==> config.mk <==
export PLATFORM = sky130hd
export DESIGN_NAME = fetch_stage_flat
export DESIGN_NICKNAME = d
export VERILOG_FILES = /design/src/rtl/fetch_stage_if.sv /design/src/rtl/fetch_stage.sv /design/src/flat_wrapper.sv
export SDC_FILE = /design/constraint.sdc
export NUM_CORES = 1
export LEC_CHECK = 0
export ABC_AREA = 0
export CAP_MARGIN = 20
export CORE_AREA = 2 2 123 125
export DETAILED_ROUTE_END_ITERATION = 6
export DIE_AREA = 0 0 125 127
export GPL_TIMING_DRIVEN = 0
export HOLD_SLACK_MARGIN = 0.06
export PLACE_DENSITY = 0.84
export SLEW_MARGIN = 5
export SYNTH_ARGS = -nofsm -noshare
export SYNTH_HDL_FRONTEND = slang
export SYNTH_SLANG_ARGS = --single-unit
==> constraint.sdc <==
create_clock -name clk -period 2.2 [get_ports clk]
set_input_delay 0.44 -clock clk [delete_from_list [all_inputs] [get_ports clk]]
set_output_delay 0.44 -clock clk [all_outputs]
set_load 0.005 [all_outputs]
==> src/rtl/fetch_stage_if.sv <==
// Fetch-stage bundle: instruction-memory port, decode redirect/hold controls and IF/ID outputs.
// master = fetch stage, slave = memory/decode side.
interface fetch_stage_if;
   logic [31:0] imem_addr;
   logic [31:0] imem_rdata;
   logic        imem_ready;
   logic        stall;
   logic        br_taken;
   logic [31:0] br_target;
   logic        jump;
   logic [31:0] jump_target;
   logic        jr;
   logic [31:0] jr_target;
   logic [31:0] instr_d;
   logic [31:0] pc4_d;
   logic        valid_d;
   logic        if_busy;

   modport master (
      output imem_addr, instr_d, pc4_d, valid_d, if_busy,
      input  imem_rdata, imem_ready, stall, br_taken, br_target,
             jump, jump_target, jr, jr_target
   );

   modport slave (
      input  imem_addr, instr_d, pc4_d, valid_d, if_busy,
      output imem_rdata, imem_ready, stall, br_taken, br_target,
             jump, jump_target, jr, jr_target
   );
endinterface

==> src/rtl/fetch_stage.sv <==
// PC register plus IF/ID pipeline register; one-cycle fetch, holds whole stage when memory not ready or decode stalls.
// Macro DELAY_SLOT_EN keeps the instruction fetched alongside a redirect (MIPS delay slot); otherwise it is squashed.
module fetch_stage #(
   parameter logic [31:0] RESET_PC = 32'h0000_3000
) (
   input  logic          clk,
   input  logic          reset_n,
   fetch_stage_if.master bus
);

   logic [31:0] pc_q,          pc_d;
   logic [31:0] ifid_instr_q,  ifid_instr_d;
   logic [31:0] ifid_pc4_q,    ifid_pc4_d;
   logic        ifid_valid_q,  ifid_valid_d;

   logic        advance;
   logic        redirect;
   logic [31:0] pc_plus4;
   logic [31:0] target;

   assign advance  = bus.imem_ready & ~bus.stall;
   assign redirect = bus.jr | bus.jump | bus.br_taken;
   assign pc_plus4 = pc_q + 32'd4;

   // jr wins over jump, jump over branch
   always_comb begin
      target = bus.br_target;
      if (bus.jr) begin
         target = bus.jr_target;
      end else if (bus.jump) begin
         target = bus.jump_target;
      end
   end

   always_comb begin
      pc_d         = pc_q;
      ifid_instr_d = ifid_instr_q;
      ifid_pc4_d   = ifid_pc4_q;
      ifid_valid_d = ifid_valid_q;
      if (advance) begin
         pc_d         = redirect ? target : pc_plus4;
         ifid_pc4_d   = pc_plus4;
         ifid_instr_d = bus.imem_rdata;
         ifid_valid_d = 1'b1;
`ifndef DELAY_SLOT_EN
         if (redirect) begin
            ifid_instr_d = 32'h0;
            ifid_valid_d = 1'b0;
         end
`endif
      end
   end

   always_ff @(posedge clk or negedge reset_n) begin
      if (!reset_n) begin
         pc_q         <= RESET_PC;
         ifid_instr_q <= 32'h0;
         ifid_pc4_q   <= 32'h0;
         ifid_valid_q <= 1'b0;
      end else begin
         pc_q         <= pc_d;
         ifid_instr_q <= ifid_instr_d;
         ifid_pc4_q   <= ifid_pc4_d;
         ifid_valid_q <= ifid_valid_d;
      end
   end

   assign bus.imem_addr = pc_q;
   assign bus.instr_d   = ifid_instr_q;
   assign bus.pc4_d     = ifid_pc4_q;
   assign bus.valid_d   = ifid_valid_q;
   assign bus.if_busy   = ~bus.imem_ready;

endmodule

==> src/flat_wrapper.sv <==
// flat-port wrapper written by rule: the top's interface ports become plain ports
module fetch_stage_flat 
#(
   parameter logic [31:0] RESET_PC = 32'h0000_3000
)
  (clk, reset_n, bus_imem_addr, bus_instr_d, bus_pc4_d, bus_valid_d, bus_if_busy, bus_imem_rdata, bus_imem_ready, bus_stall, bus_br_taken, bus_br_target, bus_jump, bus_jump_target, bus_jr, bus_jr_target);
  fetch_stage_if bus_i ();
  input  logic clk;
  input  logic reset_n;
  output wire logic [$bits(bus_i.imem_addr)-1:0] bus_imem_addr;
  output wire logic [$bits(bus_i.instr_d)-1:0] bus_instr_d;
  output wire logic [$bits(bus_i.pc4_d)-1:0] bus_pc4_d;
  output wire logic [$bits(bus_i.valid_d)-1:0] bus_valid_d;
  output wire logic [$bits(bus_i.if_busy)-1:0] bus_if_busy;
  input wire logic [$bits(bus_i.imem_rdata)-1:0] bus_imem_rdata;
  input wire logic [$bits(bus_i.imem_ready)-1:0] bus_imem_ready;
  input wire logic [$bits(bus_i.stall)-1:0] bus_stall;
  input wire logic [$bits(bus_i.br_taken)-1:0] bus_br_taken;
  input wire logic [$bits(bus_i.br_target)-1:0] bus_br_target;
  input wire logic [$bits(bus_i.jump)-1:0] bus_jump;
  input wire logic [$bits(bus_i.jump_target)-1:0] bus_jump_target;
  input wire logic [$bits(bus_i.jr)-1:0] bus_jr;
  input wire logic [$bits(bus_i.jr_target)-1:0] bus_jr_target;
  assign bus_imem_addr = bus_i.imem_addr;
  assign bus_instr_d = bus_i.instr_d;
  assign bus_pc4_d = bus_i.pc4_d;
  assign bus_valid_d = bus_i.valid_d;
  assign bus_if_busy = bus_i.if_busy;
  assign bus_i.imem_rdata = bus_imem_rdata;
  assign bus_i.imem_ready = bus_imem_ready;
  assign bus_i.stall = bus_stall;
  assign bus_i.br_taken = bus_br_taken;
  assign bus_i.br_target = bus_br_target;
  assign bus_i.jump = bus_jump;
  assign bus_i.jump_target = bus_jump_target;
  assign bus_i.jr = bus_jr;
  assign bus_i.jr_target = bus_jr_target;
  fetch_stage #(.RESET_PC(RESET_PC)) u_core (.clk(clk), .reset_n(reset_n), .bus(bus_i));
endmodule
==> summary.txt <==
STA
  • Setup Viol. Count Final: 0
  • Worst-margin pin slew: approximately 700 ps
  • Fmax: 462 MHz
  • Setup TNS: 0 ps
  • Final Hold Vio Count: 0
  • Tmin final: around 2200 ps
  • Slew Viols, Final: 0
  • Fin crit share: 0.984
  • Fin worst setup slack: 34.8 ps
  • RSZ-0062 raised after global routing: yes
  • Fin Hold WS: between 60 and 70 ps
  • Rel. slew slack: 0.539
  • Clk_skew: between 8 and 9 ps

Detailed routing
  • Vias per inst: 5.66
  • WL/cell: between 15 and 20 µm
  • ANT nets after route: 0
  • WL final: approximately 21,000 µm
  • Iter 0 DRT Violations: between 600 and 700
  • Iteration count of the initial detailed-routing pass: 5
  • Drt drc: 0
  • Via count: around 6,300

Outcome
  • Status: completed

Power
  • Worst VDD drop: 0.361 mV
  • Lkg Pwr: around 3.7 nW
  • Pwr per Cell Area: 643 mW/mm²

Yosys
  • EDFF count, synth: 0
  • Synth Net Count: between 800 and 900
  • Synth Warn #: 0
  • Top-count cell post-synth: nand2_1
  • Post-Syn Area: ~0.0056 mm²
  • Commonest cells in the netlist: 139 x nand2_1, 95 x dfrtp_1, 54 x nand3_1, 48 x o21ai_0, 45 x clkbuf_1
  • Post-synthesis sequential area ratio: 0.435
  • Yosys reg bits: between 90 and 100
  • Fraction of registers with async set/reset: 1.00
  • Syn Inst Count: between 600 and 700
  • Unique masters post-synth: 52
  • Syn Area/Cell: 8.26 µm²
  • Synth area leaders: dfrtp_1 43%, nand2_1 9.3%, nand3_1 4.8%, o21ai_0 4.3%, mux2i_1 3.9%
  • Area fraction of the dominant cell type after synthesis: 0.426
  • Primary FF master, synth: dfrtp_1
  • Yosys top cell by area: dfrtp_1

GRT
  • First-pass GRT wire length: around 32,000 µm
  • Initial antenna violation count: 0
  • All-Layer GR Usage: 0.257
  • Vias in the first global route: between 5,000 and 6,000
  • Pin count of the biggest net entering global routing: 60
  • Gr ovfl total: 0

Setup path
  • Worst Path Required: between 2000 and 2500 ps
  • CP Class: flop to flop
  • Most frequent cell on the critical path: or4_1
  • Crit. End Element: flop
  • Crit path max-delay cell type: or4_1
  • Buf+Inv Stages, Crit Path: 2
  • CP Launch Type: flop
  • CP cell instances: buf_2 -> nand4_1 -> or4_1 -> buf_6 -> or4_1 -> a31oi_1
  • Critical Path Fanout Max: 10
  • Max incr delay on CP: 570 ps
  • Critical path arrival: around 2400 ps
  • CP delay by family, top: simple AND/OR/NAND/NOR gates

Layout
  • NumNets Final: between 1,000 and 1,500
  • Fin util: 0.606
  • Diode count: 0
  • Area grow syn2layout: 56.4%
  • Share of layout cells above drive strength 1: 0.0994
  • Filler Cells Inserted: roughly 1,200

Place
  • HPWL after DPL: 16,000 µm
  • Pre-CTS WS: -930 ps
  • PortBufs: approximately 230
  • Gpl congestion: between 0.9 and 1

Clocking
  • Num Clock Sinks: 97
  • Worst-path clk slew: about 70 ps
  • TritonCTS clock tree: built
  • CTS buffer count: 9
  • CTS HTree Levels: 3
  • Clk buf depth: 2
  • Worst-Skew Late Latency: around 350 ps
  • Clk root buf: clkbuf_16
  • Hold Buf Count CTS: 0

Hold path
  • HP Class: input port to asynchronous set/reset pin

Die
  • Die X: around 130 µm
  • Core area: approximately 0.014 mm²
  • Die height: about 130 µm
  • Top Ports: about 230
  • Starting Density: 0.387
  • Die area: ~0.016 mm²
  • Std cell rows: 44

Run
  • Max capacitance violation total: 0
==> per-layer routing <==
metal  part of all wire  global-route usage  vias up
li1                   -                   -     2959
met2               0.47               0.411      371
met3              0.085              0.0394       54
met1               0.41               0.351     2957
met5                  0                   0        -
met4              0.033               0.105        0
==> power breakdown <==
part | internal (mW) | switching, mW
registers | 2.03 | 0.266
clock network | 0.890 | 0.696
logic | 0.975 | 0.760
==> path summary, 6_finish.rpt <==
| path | from | endpoint | slack [ps] | cells past startpoint |
|---|---|---|---|---|
| setup reg to reg | u_core.bus.imem_addr[18]$_DFFE_PN0P_ | u_core.bus.pc4_d[29]$_DFFE_PN0P_ | 30 | 6 |
| setup / recovery | u_core.bus.imem_addr[18]$_DFFE_PN0P_ | u_core.bus.pc4_d[29]$_DFFE_PN0P_ | 30 | 6 |
| max in group asynchronous | reset_n | u_core.bus.imem_addr[13]$_DFFE_PN1P_ | 1400 | 2 |
| min in group clk | u_core.bus.instr_d[26]$_DFFE_PN0P_ | u_core.bus.instr_d[26]$_DFFE_PN0P_ | 470 | 2 |
| hold / removal | reset_n | u_core.bus.imem_addr[25]$_DFFE_PN0P_ | 70 | 1 |
| hold reg to reg | u_core.bus.instr_d[26]$_DFFE_PN0P_ | u_core.bus.instr_d[26]$_DFFE_PN0P_ | 470 | 2 |
==> state kept, by name, indices dropped and copies added (netlist names) <==
name                  flops
u_core.bus.imem_addr     32
u_core.bus.pc4_d         32
u_core.bus.instr_d       32
u_core.bus.valid_d        1
==> repair_timing <==
item,4_1_cts,5_1_grt
pin swaps,1,9
buffers inserted,3,12
setup endpoints to repair,80,73
resized for setup,36,36
endpoints found under the hold margin,0,0
==> cell type report <==
type / count / area [µm²] / share of cell area
multi-input combinational: 508 / 2990 / 0.343
buffer: 59 / 294 / 0.0337
timing repair buffer: 248 / 2460 / 0.282
sequential: 97 / 2430 / 0.279
clock inverter: 4 / 55.1 / 0.00630
tap: 184 / 230 / 0.0264
inverter: 8 / 30.0 / 0.00344
clock buffer: 12 / 236 / 0.0271
==> worst reg2reg max path, cell delays in order, from the launching register on <==
cell	delay, ps
dfrtp_1	340
buf_2	210
nand4_1	180
or4_1	570
buf_6	160
or4_1	460
a31oi_1	170
==> layout by cell type, fill, tap and decap left out, drive strengths merged, types with 3 or more instances in the layout <==
cell / count
and2: 5
mux2i: 22
a311o: 3
or3: 5
o21ai: 48
nand3: 54
nor4: 9
nand4: 12
a22oi: 7
and4: 5
clkdlybuf4s50: 231
nor2b: 3
inv: 8
xor2: 5
o31ai: 8
nand2: 139
o211ai: 10
o211a: 3
a31oi: 16
and3: 16
o2bb2ai: 4
clkbuf: 53
a2bb2oi: 6
o22ai: 14
o31a: 3
nor2: 38
nor3: 10
a41oi: 4
or4: 11
buf: 35
dfrtp: 95
xnor2: 9
a21oi: 16
==> per-stage QoR <==
step                      std cells  power, mW  instance area, µm²
final                          1120       5.62                8730
after global routing           1120       5.88                8730
after CTS                      1109       5.54                8550
after detailed placement       1093       3.96                8160
after global placement         1092       3.92                8140
after floorplan                 676       2.89                5590
==> logic make-up after synthesis <==
group / after synthesis / share of synthesized area
DFF: 97 / 0.435
muxes: 23 / 0.0414
AOI/OAI and AO/OA: 156 / 0.184
xor gates and xnor gates: 14 / 0.0220
and+or+nand+nor: 314 / 0.265
adders and majority gates: 1 / 0.00224
buffers and inverters: 71 / 0.0504
No activity file was read; power rests on OpenSTA's default activity.
